**config.mk**
```make
export PLATFORM = sky130hd
export DESIGN_NAME = fifo_sc_parity
export DESIGN_NICKNAME = d
export VERILOG_FILES = /design/src/rtl/fifo_sc_parity.sv
export SDC_FILE = /design/constraint.sdc
export NUM_CORES = 1
export LEC_CHECK = 0
export ABC_AREA = 1
export CORE_MARGIN = 2
export CORE_UTILIZATION = 35
export DETAILED_ROUTE_END_ITERATION = 16
export GPL_ROUTABILITY_DRIVEN = 1
export HOLD_SLACK_MARGIN = 0.05
export PLACE_DENSITY = 0.52
export SLEW_MARGIN = 15
export SYNTH_ARGS = -nofsm -noshare
export SYNTH_HDL_FRONTEND = slang
export SYNTH_SLANG_ARGS = --single-unit
```
**constraint.sdc**
```tcl
create_clock -name Clock -period 1.8 [get_ports Clock]
set_clock_uncertainty 0.05 [all_clocks]
set_input_delay 0.36 -clock Clock [delete_from_list [all_inputs] [get_ports Clock]]
set_output_delay 0.36 -clock Clock [all_outputs]
set_load 0.005 [all_outputs]
```
**src/rtl/fifo_sc_parity.sv**
```systemverilog
// fifo_sc_parity: single-clock FIFO with one parity bit per word, occupancy flags and sticky error flags
module fifo_sc_parity #(
    parameter int lpm_width   = 4,
    parameter int lpm_widthad = 4,
    parameter bit parity_odd  = 1'b0,
    parameter int af_level    = 14,
    parameter int ae_level    = 2
) (
    input  logic                   Clock,
    input  logic                   Reset,
    input  logic [lpm_width-1:0]   Data,
    input  logic                   WrEn,
    input  logic                   EDI,
    input  logic                   RdEn,
    output logic [lpm_width-1:0]   Q,
    output logic                   ParityErr,
    output logic                   ParityErrSticky,
    output logic                   Full,
    output logic                   Empty,
    output logic                   AlmostFull,
    output logic                   AlmostEmpty,
    output logic                   Overflow,
    output logic                   Underflow,
    output logic [lpm_widthad:0]   Count
);
    localparam int depth = 2 ** lpm_widthad;
    localparam logic [lpm_widthad:0]   depth_c = (lpm_widthad + 1)'(depth);
    localparam logic [lpm_widthad:0]   af_c    = (lpm_widthad + 1)'(af_level);
    localparam logic [lpm_widthad:0]   ae_c    = (lpm_widthad + 1)'(ae_level);
    localparam logic [lpm_widthad:0]   cnt_one = (lpm_widthad + 1)'(1);
    localparam logic [lpm_widthad-1:0] ptr_one = (lpm_widthad)'(1);

    logic [lpm_width:0]     mem_q [depth];
    logic [lpm_width:0]     rd_word, wr_word;
    logic [lpm_widthad-1:0] wr_ptr_q, wr_ptr_d, rd_ptr_q, rd_ptr_d;
    logic [lpm_widthad:0]   count_q, count_d;
    logic [lpm_width-1:0]   q_q, q_d;
    logic perr_q, perr_d, sticky_q, sticky_d;
    logic full_q, full_d, empty_q, empty_d, afull_q, afull_d, aempty_q, aempty_d;
    logic ovf_q, ovf_d, udf_q, udf_d;
    logic rd_acc, wr_acc;

    // accept logic, next pointers, occupancy and flags computed from post-edge occupancy
    always_comb begin
        rd_acc   = RdEn & ~empty_q;
        wr_acc   = WrEn & (~full_q | rd_acc);
        rd_word  = mem_q[rd_ptr_q];
        wr_word  = {(^Data) ^ parity_odd ^ EDI, Data};
        wr_ptr_d = wr_acc ? wr_ptr_q + ptr_one : wr_ptr_q;
        rd_ptr_d = rd_acc ? rd_ptr_q + ptr_one : rd_ptr_q;
        count_d  = (wr_acc & ~rd_acc) ? count_q + cnt_one :
                   (rd_acc & ~wr_acc) ? count_q - cnt_one : count_q;
        full_d   = count_d == depth_c;
        empty_d  = count_d == '0;
        afull_d  = count_d >= af_c;
        aempty_d = count_d <= ae_c;
        q_d      = rd_acc ? rd_word[lpm_width-1:0] : q_q;
        perr_d   = rd_acc ? (^rd_word) ^ parity_odd : perr_q;
        sticky_d = sticky_q | perr_d;
        ovf_d    = ovf_q | (WrEn & full_q & ~rd_acc);
        udf_d    = udf_q | (RdEn & empty_q);
    end

    // word array with parity bit; contents survive reset, a full-FIFO read sees the old word
    always_ff @(posedge Clock) begin
        if (wr_acc & ~Reset) mem_q[wr_ptr_q] <= wr_word;
    end

    // pointers, occupancy, read data and flags
    always_ff @(posedge Clock) begin
        if (Reset) begin
            wr_ptr_q <= '0;
            rd_ptr_q <= '0;
            count_q  <= '0;
            q_q      <= '0;
            perr_q   <= 1'b0;
            sticky_q <= 1'b0;
            full_q   <= 1'b0;
            empty_q  <= 1'b1;
            afull_q  <= af_c == '0;
            aempty_q <= 1'b1;
            ovf_q    <= 1'b0;
            udf_q    <= 1'b0;
        end else begin
            wr_ptr_q <= wr_ptr_d;
            rd_ptr_q <= rd_ptr_d;
            count_q  <= count_d;
            q_q      <= q_d;
            perr_q   <= perr_d;
            sticky_q <= sticky_d;
            full_q   <= full_d;
            empty_q  <= empty_d;
            afull_q  <= afull_d;
            aempty_q <= aempty_d;
            ovf_q    <= ovf_d;
            udf_q    <= udf_d;
        end
    end

    assign Q               = q_q;
    assign ParityErr       = perr_q;
    assign ParityErrSticky = sticky_q;
    assign Full            = full_q;
    assign Empty           = empty_q;
    assign AlmostFull      = afull_q;
    assign AlmostEmpty     = aempty_q;
    assign Overflow        = ovf_q;
    assign Underflow       = udf_q;
    assign Count           = count_q;
endmodule

```
# == After elaboration in Yosys (flattened, before gate mapping) ==
# Memory sizes are Yosys's and may differ from the RTL's. A register that Yosys moved wholly into a read port is not among the register bits.
# Cells that the tools add are included.
# word_totals
regBits,25
ram_bits,80
out_inout_bits,17
mem_count,1
# op_classes
add_sub_neg,4
order_cmp,2
eq_ne,1
muxes,7
bitwise,18
reduce_logical,3
# mem_list
name,depth,word_bits,rd,rd_clocked_by_memory_dff,wr,line_no,text
mem_q,16,5,1,1,1,33,logic [lpm_width:0] mem_q [depth];
# ops
op,n
$mux W5,2
$add A4 B1 Y4 const B,2
$and A1 B1 Y1,8
$mux W4,2
$add A5 B1 Y5 const B,1
$eq A5 B5 Y1 const B,1
$ge A5 B4 Y1 const B,1
$le A5 B2 Y1 const B,1
$logic_not A5 Y1,1
$not A1 Y1,5
$reduce_xor A5 Y1,1
$sub A5 B1 Y5 const B,1
$or A1 B1 Y1,4
$reduce_xor A4 Y1,1
$mux W1,3
$xor A1 B1 Y1,1

# == Longest topological paths before layout ==
# depth
ltp_word,9
depth_mapped,17

# == Worst setup path after synthesis ==
# OpenSTA, ideal clock, no wires.
# synth_timing
kind,reg2reg
start,reg with a tool-made name
end,"reg sticky_q, in the netlist ParityErrSticky"
setup_time_ns,0.114
t_arrival_ns,1.418
t_required_ns,1.636
path_slack_ns,0.219
stages_incl_launch_ff,15
n_path_buf,2
synth_period_minus_slack_ns,1.581
cell_sequence,dfxtp_1 -> buf_6 -> buf_4 -> o211ai_1 -> nand3_1 -> nand3_1 -> nand2_1 -> inv_2 -> nand2_1 -> nand2_1 -> nand2_1 -> nand3_1 -> nand3_1 -> nand2_1 -> nand2_1
# synth_rtl
element,line_no,text
"end signal, assigned",90,sticky_q <= sticky_d;
"end, declared",38,"logic perr_q, perr_d, sticky_q, sticky_d;"

==> results_dict.tcl <==
set metrics [dict create \
    drc_errors 0 \
    vias 3439 \
    rsz0062_at_grt "yes" \
    via_per_inst 4.64 \
    grt_max_degree 38 \
    grt_pass1_vias 3398 \
    synth_flop_cell "edfxtp_1" \
    antenna_left 0 \
    grtUsageTotal 0.158 \
    async_flop_share 0 \
    violations "setup timing" \
    critPathArrivalTime_ps 2060 \
    cts_htree_levels 3 \
    first_pass_iters 4 \
    worst-path-max-fanout 8 \
    rows 42 \
    avgRoutedWirePerCell_um 14.8 \
    reg2reg_slack_ps -60 \
    placed_cell_area_mm2 0.00551 \
    instances_no_fill 741 \
    ir_worst_vdd_v 0.000690 \
    fin_crit_sh 1.04 \
    syn_area_mm2 0.00474 \
    hold_start "RdEn" \
    start_kind "flop" \
    setup_viol 2 \
    die_x_um 120 \
    cp.required_ps 1990 \
    clk-insertion-delay-late_ps 340 \
    port_buffers 25 \
    antenna_found_initial 0 \
    maxSlewHeadroom 0.779 \
    place_congestion 0.831 \
    avgSynthCellArea_um2 9.80 \
    die_h_um 120 \
    dieArea_mm2 0.0145 \
    layout_setup_ws_ps -64.3 \
    synth-seq-area-share 0.629 \
    regToRegEndpoint "ParityErrSticky$_SDFF_PP0_" \
    num_io_pins 26 \
    whs_path_depth 3 \
    wl_um 11000 \
    synth-edff-count 80 \
    leakage_nw 2.53 \
    hold_end "Underflow$_SDFF_PP0_" \
    syn_nets 500 \
    power_density_mw_per_mm2 1090 \
    root_buffer "clkbuf_16" \
    clk_pin_slew_ps 70 \
    slew_viol_final 0 \
    clock-sinks 109 \
    finish.utilization 0.461 \
    synth-seq-cells 109 \
    clk_path_buf_depth 2 \
    area_growth_syn_to_layout_pct 28.6 \
    yosysTopAreaCellShare 0.506 \
    cts_buffers 9 \
    core_area_mm2 0.0132 \
    dp.cells 717 \
    place_hpwl_um 7400 \
    hold_viol 0 \
    most-common-layout-cells "nand2_1 (129), edfxtp_1 (80), nand3_1 (53)" \
    max_cap_violations 0 \
    cts_tree "yes" \
    criticalPathCategory "reg -> reg" \
    r2r_cells 15 \
    grt-ovfl-total 0 \
    synthTopCellsByArea "edfxtp_1 (51%), dfxtp_1 (12%), nand2_1 (11%), nand3_1 (6.6%), inv_1 (4.1%)" \
    synthCells 484 \
    synth_cell_type_count 28 \
    drtIter0Drc 170 \
    fill_cells 1294 \
    fin_nets 576 \
    fin_area_mm2 0.00610 \
    min_path_type "in -> reg" \
    min_period_ps 1860 \
    start_util 0.358 \
    outcome "complete, but fails checks" \
    worst_pin_slew_ps 332 \
    diodes 0 \
    max_freq_mhz 536 \
    grt_pass1_wl_um 17400 \
    end_kind "flop" \
    mostFrequentLayoutCell "nand2_1" \
    yosysTopAreaCell "edfxtp_1" \
    drive_gt1_frac 0.189 \
    yosysWarnings 0 \
]
-- worst max path at each step --
stage / to / slack (ps)
6_report: ParityErrSticky$_SDFF_PP0_ / -60
5_1_grt: ParityErrSticky$_SDFF_PP0_ / -210
4_1_cts: ParityErrSticky$_SDFF_PP0_ / -40
3_5_place_dp: Empty$_SDFF_PP1_ / -380
3_3_place_gp: AlmostFull$_SDFF_PP0_ / -350
2_1_floorplan: ParityErrSticky$_SDFF_PP0_ / 220
-- power breakdown --
group / switching (W) / internal, W / leakage (nW) / total, W
logic: 0.000912 / 0.000799 / 1.41 / 0.00171
registers: 0.000100 / 0.00285 / 0.960 / 0.00295
clock network: 0.000831 / 0.00113 / 0.152 / 0.00197
total: 0.00184 / 0.00478 / 2.53 / 0.00663
-- what timing repair did --
item / in CTS / in global routing
setup buffers: 4 / 0
gates cloned: 3 / 1
endpoints found under the setup margin: 3 / 16
pin swaps: 8 / 20
hold buffers: 0 / 0
resized for setup: 24 / 23
-- critical path, stage by stage, from the launching register on --
cell and delay, ps:
dfxtp_2 340, buf_12 180, buf_16 160, nand2_1 60
nand3_1 150, nand3_2 120, nand3_2 90, nand2_2 70
inv_2 80, nand2_2 50, nand2_2 60, nand2_1 60
nand3_1 80, nand3_1 70, nand2_1 70, nand2_1 50
-- cells in the mapped netlist (7+ instances only) --
cell type    n
xor2_1       7
buf_4        7
dfxtp_1     29
a21oi_1      9
o211ai_1     7
nand3_1     63
edfxtp_1    80
ha_1         7
o21ai_0      8
nand2_1    135
nor2_1      43
inv_1       52
-- per-stage QoR --
stage	total power (W)	hold slack (ps)	setup TNS (ps)	setup slack (ps)
floorplan	0.00384	389	0	219
finish	0.00663	310	-117	-64.3
detailed placement	0.00448	398	-22980	-384
global route	0.00696	325	-434	-206
global placement	0.00446	394	-22020	-353
CTS	0.00661	409	-65.9	-38.9
-- sequential cells by signal, indices dropped and copies added (netlist names), named ones only --
signal and count:
Underflow 1, mem_q 80, AlmostFull 1, ParityErrSticky 1
Full 1, wr_ptr_q 4, ParityErr 1, Q 4
rd_ptr_q 4, Count 5, Empty 1, AlmostEmpty 1
Overflow 1
-- per-layer routing --
layer  global-route usage  vias to the layer above  wire [um]
met4               0.0610                        0        217
met2                0.260                       52       5420
met3               0.0274                       14        372
li1                     -                     1747          -
met1                0.208                     1626       4990
met5                    0                        -          0
-- layout make-up --
type,instances,area [um^2],area share
Clock buffer,15,299,0.0490
Sequential cell,109,2990,0.490
Multi-Input combinational cell,301,1540,0.252
Inverter,58,234,0.0383
Timing Repair Buffer,81,818,0.134
Clock inverter,1,3.75,0.000615
Tap cell,176,220,0.0361
-- logic make-up after synthesis --
logic type | count (synthesis) | share of synthesized area
AOI/OAI and AO/OA | 32 | 0.0412
xor gates and xnor gates | 10 | 0.0185
adders and majority gates | 7 | 0.0185
buffers and inverters | 74 | 0.0720
DFF | 109 | 0.629
and+or+nand+nor | 252 | 0.221
No activity file was read; power rests on OpenSTA's default activity.
